--- config.mk ---
export PLATFORM = sky130hd
export DESIGN_NAME = axil_timer_slave
export DESIGN_NICKNAME = d
export VERILOG_FILES = /design/src/rtl/axil_timer_slave.sv
export SDC_FILE = /design/constraint.sdc
export NUM_CORES = 1
export LEC_CHECK = 0
export ABC_CLOCK_PERIOD_IN_PS = 3520
export CAP_MARGIN = 0
export CELL_PAD_IN_SITES_DETAIL_PLACEMENT = 0
export CELL_PAD_IN_SITES_GLOBAL_PLACEMENT = 1
export CORE_AREA = 2 2 141 143
export CTS_BUF_LIST = sky130_fd_sc_hd__clkbuf_4 sky130_fd_sc_hd__clkbuf_8
export CTS_CLUSTER_DIAMETER = 150
export DETAILED_ROUTE_END_ITERATION = 7
export DIE_AREA = 0 0 143 145
export PLACE_DENSITY = 0.86
export RECOVER_POWER = 25
export SETUP_SLACK_MARGIN = 0.3
export SYNTH_ARGS = -nofsm -noshare
export SYNTH_HDL_FRONTEND = slang
export SYNTH_SLANG_ARGS = --single-unit
export TNS_END_PERCENT = 30
--- constraint.sdc ---
create_clock -name i_Clock -period 3.52 [get_ports i_Clock]
set_clock_uncertainty 0.15 [all_clocks]
set_input_delay 0.704 -clock i_Clock [delete_from_list [all_inputs] [get_ports i_Clock]]
set_output_delay 0.704 -clock i_Clock [all_outputs]
set_load 0.05 [all_outputs]
--- src/rtl/axil_timer_slave.sv ---
// AXI4-Lite slave wrapping a free-running 32-bit timer with compare match,
// level interrupt and a scratch register.
module axil_timer_slave #(
    parameter int          ADDR_WIDTH    = 16,
    parameter logic [31:0] RESET_COMPARE = 32'hFFFFFFFF
) (
    input  logic                  i_Clock,
    input  logic                  i_Reset_N,
    input  logic [ADDR_WIDTH-1:0] s_axil_awaddr,
    input  logic                  s_axil_awvalid,
    output logic                  s_axil_awready,
    input  logic [31:0]           s_axil_wdata,
    input  logic [3:0]            s_axil_wstrb,
    input  logic                  s_axil_wvalid,
    output logic                  s_axil_wready,
    output logic [1:0]            s_axil_bresp,
    output logic                  s_axil_bvalid,
    input  logic                  s_axil_bready,
    input  logic [ADDR_WIDTH-1:0] s_axil_araddr,
    input  logic                  s_axil_arvalid,
    output logic                  s_axil_arready,
    output logic [31:0]           s_axil_rdata,
    output logic [1:0]            s_axil_rresp,
    output logic                  s_axil_rvalid,
    input  logic                  s_axil_rready,
    output logic                  o_Irq
);

    localparam int IW = ADDR_WIDTH - 2;
    localparam logic [IW-1:0] A_CTRL    = IW'(0);
    localparam logic [IW-1:0] A_COUNT   = IW'(1);
    localparam logic [IW-1:0] A_COMPARE = IW'(2);
    localparam logic [IW-1:0] A_STATUS  = IW'(3);
    localparam logic [IW-1:0] A_SCRATCH = IW'(4);
    localparam logic [1:0] RESP_OKAY   = 2'b00;
    localparam logic [1:0] RESP_SLVERR = 2'b10;

    logic          r_ready_en;
    logic          r_aw_full;
    logic [IW-1:0] r_awidx;
    logic          r_w_full;
    logic [31:0]   r_wdata;
    logic [3:0]    r_wstrb;
    logic          r_bvalid;
    logic [1:0]    r_bresp;
    logic          r_rvalid;
    logic [31:0]   r_rdata;
    logic [1:0]    r_rresp;

    logic [1:0]    r_ctrl;
    logic [31:0]   r_count;
    logic [31:0]   r_compare;
    logic          r_match;
    logic [31:0]   r_scratch;

    logic          w_awready;
    logic          w_wready;
    logic          w_arready;
    logic          w_wr_fire;
    logic          w_wr_mapped;
    logic [31:0]   w_wmask;
    logic          w_wr_ctrl;
    logic          w_wr_count;
    logic          w_wr_compare;
    logic          w_wr_status;
    logic          w_wr_scratch;
    logic [IW-1:0] w_rd_idx;
    logic [31:0]   w_rd_data;
    logic          w_rd_mapped;
    logic          w_rd_fire;
    logic          w_match_set;
    logic          w_match_clr;
    logic          w_unused;

    assign w_awready = r_ready_en & ~r_aw_full & ~r_bvalid;
    assign w_wready  = r_ready_en & ~r_w_full & ~r_bvalid;
    assign w_arready = r_ready_en & ~r_rvalid;

    assign s_axil_awready = w_awready;
    assign s_axil_wready  = w_wready;
    assign s_axil_arready = w_arready;
    assign s_axil_bvalid  = r_bvalid;
    assign s_axil_bresp   = r_bresp;
    assign s_axil_rvalid  = r_rvalid;
    assign s_axil_rdata   = r_rdata;
    assign s_axil_rresp   = r_rresp;
    assign o_Irq          = r_match & r_ctrl[1];

    // Byte lanes [1:0] never select a register.
    assign w_unused = &{s_axil_awaddr[1:0], s_axil_araddr[1:0]};

    assign w_wr_fire   = r_aw_full & r_w_full;
    assign w_wr_mapped = (r_awidx <= A_SCRATCH);
    assign w_wmask     = {{8{r_wstrb[3]}}, {8{r_wstrb[2]}},
                          {8{r_wstrb[1]}}, {8{r_wstrb[0]}}};

    assign w_wr_ctrl    = w_wr_fire & (r_awidx == A_CTRL);
    assign w_wr_count   = w_wr_fire & (r_awidx == A_COUNT);
    assign w_wr_compare = w_wr_fire & (r_awidx == A_COMPARE);
    assign w_wr_status  = w_wr_fire & (r_awidx == A_STATUS);
    assign w_wr_scratch = w_wr_fire & (r_awidx == A_SCRATCH);

    assign w_match_set = r_ctrl[0] & (r_count == r_compare);
    assign w_match_clr = w_wr_status & r_wstrb[0] & r_wdata[0];

    function automatic logic [31:0] f_merge(input logic [31:0] old,
                                            input logic [31:0] val,
                                            input logic [31:0] mask);
        return (old & ~mask) | (val & mask);
    endfunction

    assign w_rd_idx  = s_axil_araddr[ADDR_WIDTH-1:2];
    assign w_rd_fire = s_axil_arvalid & w_arready;

    always_comb begin
        w_rd_data   = 32'd0;
        w_rd_mapped = 1'b1;
        case (w_rd_idx)
            A_CTRL:    w_rd_data = {30'd0, r_ctrl};
            A_COUNT:   w_rd_data = r_count;
            A_COMPARE: w_rd_data = r_compare;
            A_STATUS:  w_rd_data = {31'd0, r_match};
            A_SCRATCH: w_rd_data = r_scratch;
            default:   w_rd_mapped = 1'b0;
        endcase
    end

    // Write channel: AW/W holding registers, single outstanding B beat.
    always_ff @(posedge i_Clock or negedge i_Reset_N) begin
        if (!i_Reset_N) begin
            r_ready_en <= 1'b0;
            r_aw_full  <= 1'b0;
            r_awidx    <= '0;
            r_w_full   <= 1'b0;
            r_wdata    <= 32'd0;
            r_wstrb    <= 4'd0;
            r_bvalid   <= 1'b0;
            r_bresp    <= 2'b00;
        end else begin
            r_ready_en <= 1'b1;
            if (s_axil_awvalid && w_awready) begin
                r_aw_full <= 1'b1;
                r_awidx   <= s_axil_awaddr[ADDR_WIDTH-1:2];
            end
            if (s_axil_wvalid && w_wready) begin
                r_w_full <= 1'b1;
                r_wdata  <= s_axil_wdata;
                r_wstrb  <= s_axil_wstrb;
            end
            if (w_wr_fire) begin
                r_aw_full <= 1'b0;
                r_w_full  <= 1'b0;
                r_bvalid  <= 1'b1;
                r_bresp   <= w_wr_mapped ? RESP_OKAY : RESP_SLVERR;
            end else if (r_bvalid && s_axil_bready) begin
                r_bvalid <= 1'b0;
            end
        end
    end

    always_ff @(posedge i_Clock or negedge i_Reset_N) begin
        if (!i_Reset_N) begin
            r_rvalid <= 1'b0;
            r_rdata  <= 32'd0;
            r_rresp  <= 2'b00;
        end else if (w_rd_fire) begin
            r_rvalid <= 1'b1;
            r_rdata  <= w_rd_data;
            r_rresp  <= w_rd_mapped ? RESP_OKAY : RESP_SLVERR;
        end else if (r_rvalid && s_axil_rready) begin
            r_rvalid <= 1'b0;
        end
    end

    // Register file; bus writes to COUNT override the increment.
    always_ff @(posedge i_Clock or negedge i_Reset_N) begin
        if (!i_Reset_N) begin
            r_ctrl    <= 2'd0;
            r_count   <= 32'd0;
            r_compare <= RESET_COMPARE;
            r_match   <= 1'b0;
            r_scratch <= 32'd0;
        end else begin
            if (w_wr_ctrl && r_wstrb[0])
                r_ctrl <= r_wdata[1:0];
            if (w_wr_count)
                r_count <= f_merge(r_count, r_wdata, w_wmask);
            else if (r_ctrl[0])
                r_count <= r_count + 32'd1;
            if (w_wr_compare)
                r_compare <= f_merge(r_compare, r_wdata, w_wmask);
            if (w_wr_scratch)
                r_scratch <= f_merge(r_scratch, r_wdata, w_wmask);
            if (w_match_set)
                r_match <= 1'b1;
            else if (w_match_clr)
                r_match <= 1'b0;
        end
    end

endmodule

==> results <==
- The run finished, with violations left.
- The final reports fail on max-capacitance violations, max-slew violations.
- The number of buffers and inverters on the critical path is 0.
- The area taken by flip-flops and latches is 0.00474 mm^2.
- The final antenna diode count is 0.
- Before antenna repair, the detailed router went through 5 iterations.
- The via count of the first global-routing pass came to 6,827.
- The number of DRC markers in iteration 0 is 579.
- The first global-routing pass estimated between 30,000 and 40,000 um of wire.
- The largest fanout of any net on the critical path is 8.
- The deepest clock path buffer count is 2.
- Relative to the synthesized area, the layout overhead comes to 18.7%.
- The simple-gate share of the synthesized area is 13.1%.
- Setup violations remaining at the end of the flow were counted as 0.
- The maximum frequency from static timing analysis is 337 MHz.
- The floorplan step defined a die boundary enclosing slightly above 0.02 mm^2.
- After clock tree synthesis, the repair step resized 0 gates.
- The portion of synthesized area spent on multiplexers is 14.5%.
- For this run, design rule violations remaining after detail routing come to 0.
- The required time at the worst-slack endpoint is 3.78 ns.
- The count of state elements after synthesis is 188.
- The final cell utilization of the core is 56.9%.
- In this run the tightest slew margin relative to its limit is -9.12%.
- The share of the clock period used by the worst path after layout is 84.4%.
- The analysis attributes to cell leakage a power of 4.55 nW.
- The number of input and output port buffers inserted is 110.
- The largest single stage delay on the critical path is ~0.73 ns.
- The initialized floorplan defines 51 standard-cell rows.
- The weighted congestion reported at the end of routability-driven placement is ~0.94.
- The Yosys step of the flow raised 0 warnings.
- The count of clock tree sinks is 188.
- After synthesis the cells add up to 0.00921 mm^2.
- The path class of the tightest hold or removal check is register to register.
- The sort of element at the end of the critical path is a register.
- Sorting the synthesized cells by area gives the leading types as dfrtp_1 42%, mux2_2 14%, dfstp_2 9.1%.
- The fraction of the mapped netlist area in compound gates is 14.3%.
- The largest net degree at the start of global routing is 75.
- The final hold violation count came to 0.
- The largest total area in the synthesized netlist belongs to dfrtp_1.
- The part of the Yosys area used for sequential elements is 51.5%.
- The critical path class is register to register.
- The number of antenna violations at the first check in global routing was 0.
- At the pin with the least slew margin, the transition time is approximately 1.6 ns.
- The die width is 143 um.
- The fraction of synthesis flops using an asynchronous set or reset pin is 100%.
- The depth of the CTS H-tree is 4.
- The half-perimeter wire length of the detailed placement result is around 16,000 um.
- The kind of start point of the critical path is a register.
- TritonCTS built the clock tree.
- Setup repair after global routing left no endpoint under its margin.
- The area of the core region is 0.0192 mm^2.
- The overflow left after global routing is 0.
- By area, the combinational part of the netlist is dominated by multiplexers.
- The proportion of layout cells with a drive suffix above 1 is 24.2%.
- The number of buffers added to fix hold violations after cts is 0.
- Power spread over the standard cell area amounts to 484 mW/mm^2.
- The latest clock arrival within the worst-skew pair is 0.49 ns.
- At the end of the flow, the number of nets in the layout was just under 1k.
- The count of maximum capacitance violations is 1.
- Global routing used between 20% and 30% of the available tracks.
- The number of buffers inserted during clock tree synthesis is 17.
- Setup slack on the worst reg-to-reg path comes out at 0.55 ns.
- The total negative slack is 0 ns.
- The clock root buffer is clkbuf_8.
- In the synthesized netlist the dominant register cell turns out to be dfrtp_1.
- The top cell family by delay on the critical path is simple AND/OR/NAND/NOR gates.
- The overall via count from detail_route is about 6.9k.
- The overall routed net length is 23,400 um.
- The die extent in y is 145 um.
- The smallest clock period supported by the final layout is computed as 2.97 ns.
- The share of the synthesized area in the top cell type is 42.4%.
- After filler insertion, the fill cell instance count of the layout stands at 1,676.
- The synthesized netlist cell count is between 800 and 900.
- Summing the areas of all fa, ha and maj instances in the mapped netlist gives 0.136% of the synthesized area.
- The average footprint of a synthesized cell is around 11 um^2.
- Summing all multi-input logic gate instances after layout gives 0.00418 mm^2.
- The slowest stage of the critical path belongs to the cell nor4b_2.
- The number of setup buffers added after CTS is 0.
- Data arrives at the worst endpoint at 3.23 ns.
- The post-detailed-route wirelength per cell is 19.8 um.
- The count of flip-flops with a built-in enable after synthesis is 0.
- The xor/xnor cell area share of the yosys netlist is under 10%.
- The worst-case IR drop observed on VDD is 0.000288 V.
- The final-report max-slew violation count was 68.
- The clock-pin slew of the registers on the worst-case setup and hold paths is 0.11 ns.
- The number of distinct library cells after synthesis is 61.
- The starting density of the core is 48.0%.
- Walking the worst path, the cells encountered are nor3_1, nand4_2, nor4b_2, and2_1, mux2_2.
- The remaining number of nets flagged by the antenna check after routing is 0.
- Dividing the detail-routed via count by the number of cells gives between 5 and 6.
- During I/O placement, the number of pins put on the boundary was roughly 120.
[metrics by stage]
step | setup slack [ns] | cell area (um^2) | power (W) | hold slack (ns) | std cells
after floorplan | 0.674 | 9220 | 0.00342 | 0.258 | 818
after global placement | 0.665 | 10500 | 0.00381 | 0.319 | 1150
after detailed placement | 0.620 | 10500 | 0.00384 | 0.335 | 1150
after CTS | 0.626 | 11000 | 0.00535 | 0.0657 | 1182
after global routing | 0.378 | 10900 | 0.00555 | 0.372 | 1182
final | 0.551 | 10900 | 0.00530 | 0.356 | 1182
[power breakdown]
part	internal, W	leakage, nW	switching (W)
Combinational	0.000463	1.96	0.000371
Sequential	0.00248	2.38	0.000478
Clock	0.000678	0.201	0.000824
Total	0.00362	4.55	0.00167
[cell type report]
class / count / share of cell area, %
flip-flops and latches: 188 / 43.4
multi-input cells: 562 / 38.3
repair buffers: 127 / 11.3
well taps: 265 / 3.03
clock buffers: 19 / 2.33
clock inverters: 13 / 1.44
inverters: 8 / 0.275
[path summary, 6_finish.rpt]
path,from,endpoint,cells past startpoint
max in group asynchronous,i_Reset_N,async pin,2
worst min register to register,s_axil_rdata[0],s_axil_rdata[0],2
worst max-delay path,r_awidx[3],register,5
worst min-delay path,s_axil_rdata[0],s_axil_rdata[0],2
min in group asynchronous,i_Reset_N,r_wdata[1],1
worst max register to register,r_awidx[3],register,5
[per-layer routing]
layer	track usage (%)	up-vias	part of all wire, %	routed length (um)
met3	4.36	22	5.6	1310
met1	34.9	3430	46	10800
li1	-	3204	-	-
met5	0	-	0	0
met4	5.45	0	1.0	233
met2	35.6	213	47	11000
[kinds of logic after synthesis]
family          Yosys count
compound gates          184
buf+inv                  68
mux                     119
fa+ha+maj                 1
flops                   188
xor+xnor                 32
other cells               2
simple gates            223
[cells in the final DEF (no fill, tap or decap), types with 6 or more instances in the layout]
master           netlist  routed
o221a_2                6       6
a22o_1                32      32
nand4_1               19      19
mux2_2               116     116
a22oi_1               32      32
nand3_1               34      34
a21oi_1               10      10
clkbuf_8               0      18
xnor2_1               17      17
o211ai_1               9       9
and2_1                 9       8
and4_1                 9       9
clkdlybuf4s50_1        0     108
nor3_1                15      14
nor2_1                21      21
o21ai_0               53      53
xor2_1                15      15
dfrtp_1              156     156
buf_4                  7      14
nand2_1               72      72
nor4_1                12      12
dfstp_2               32      32
inv_1                  8       8
[worst register-to-register path: cells and delay by family, from the launching register on]
family | cells | cell delay (ns)
flip-flops | 1 | 0.42
multiplexers | 1 | 0.40
AND/OR/NAND/NOR | 4 | 1.92
[synthesized netlist by cell type, types with 10 or more instances]
library cell	count
dfrtp_1	156
mux2_2	116
nand2_1	72
o21ai_0	53
clkbuf_1	38
nand3_1	34
a22o_1	32
a22oi_1	32
dfstp_2	32
nor2_1	21
nand4_1	19
xnor2_1	17
nor3_1	15
xor2_1	15
buf_2	12
nor4_1	12
a21oi_1	10
No activity file was read; power rests on OpenSTA's default activity.
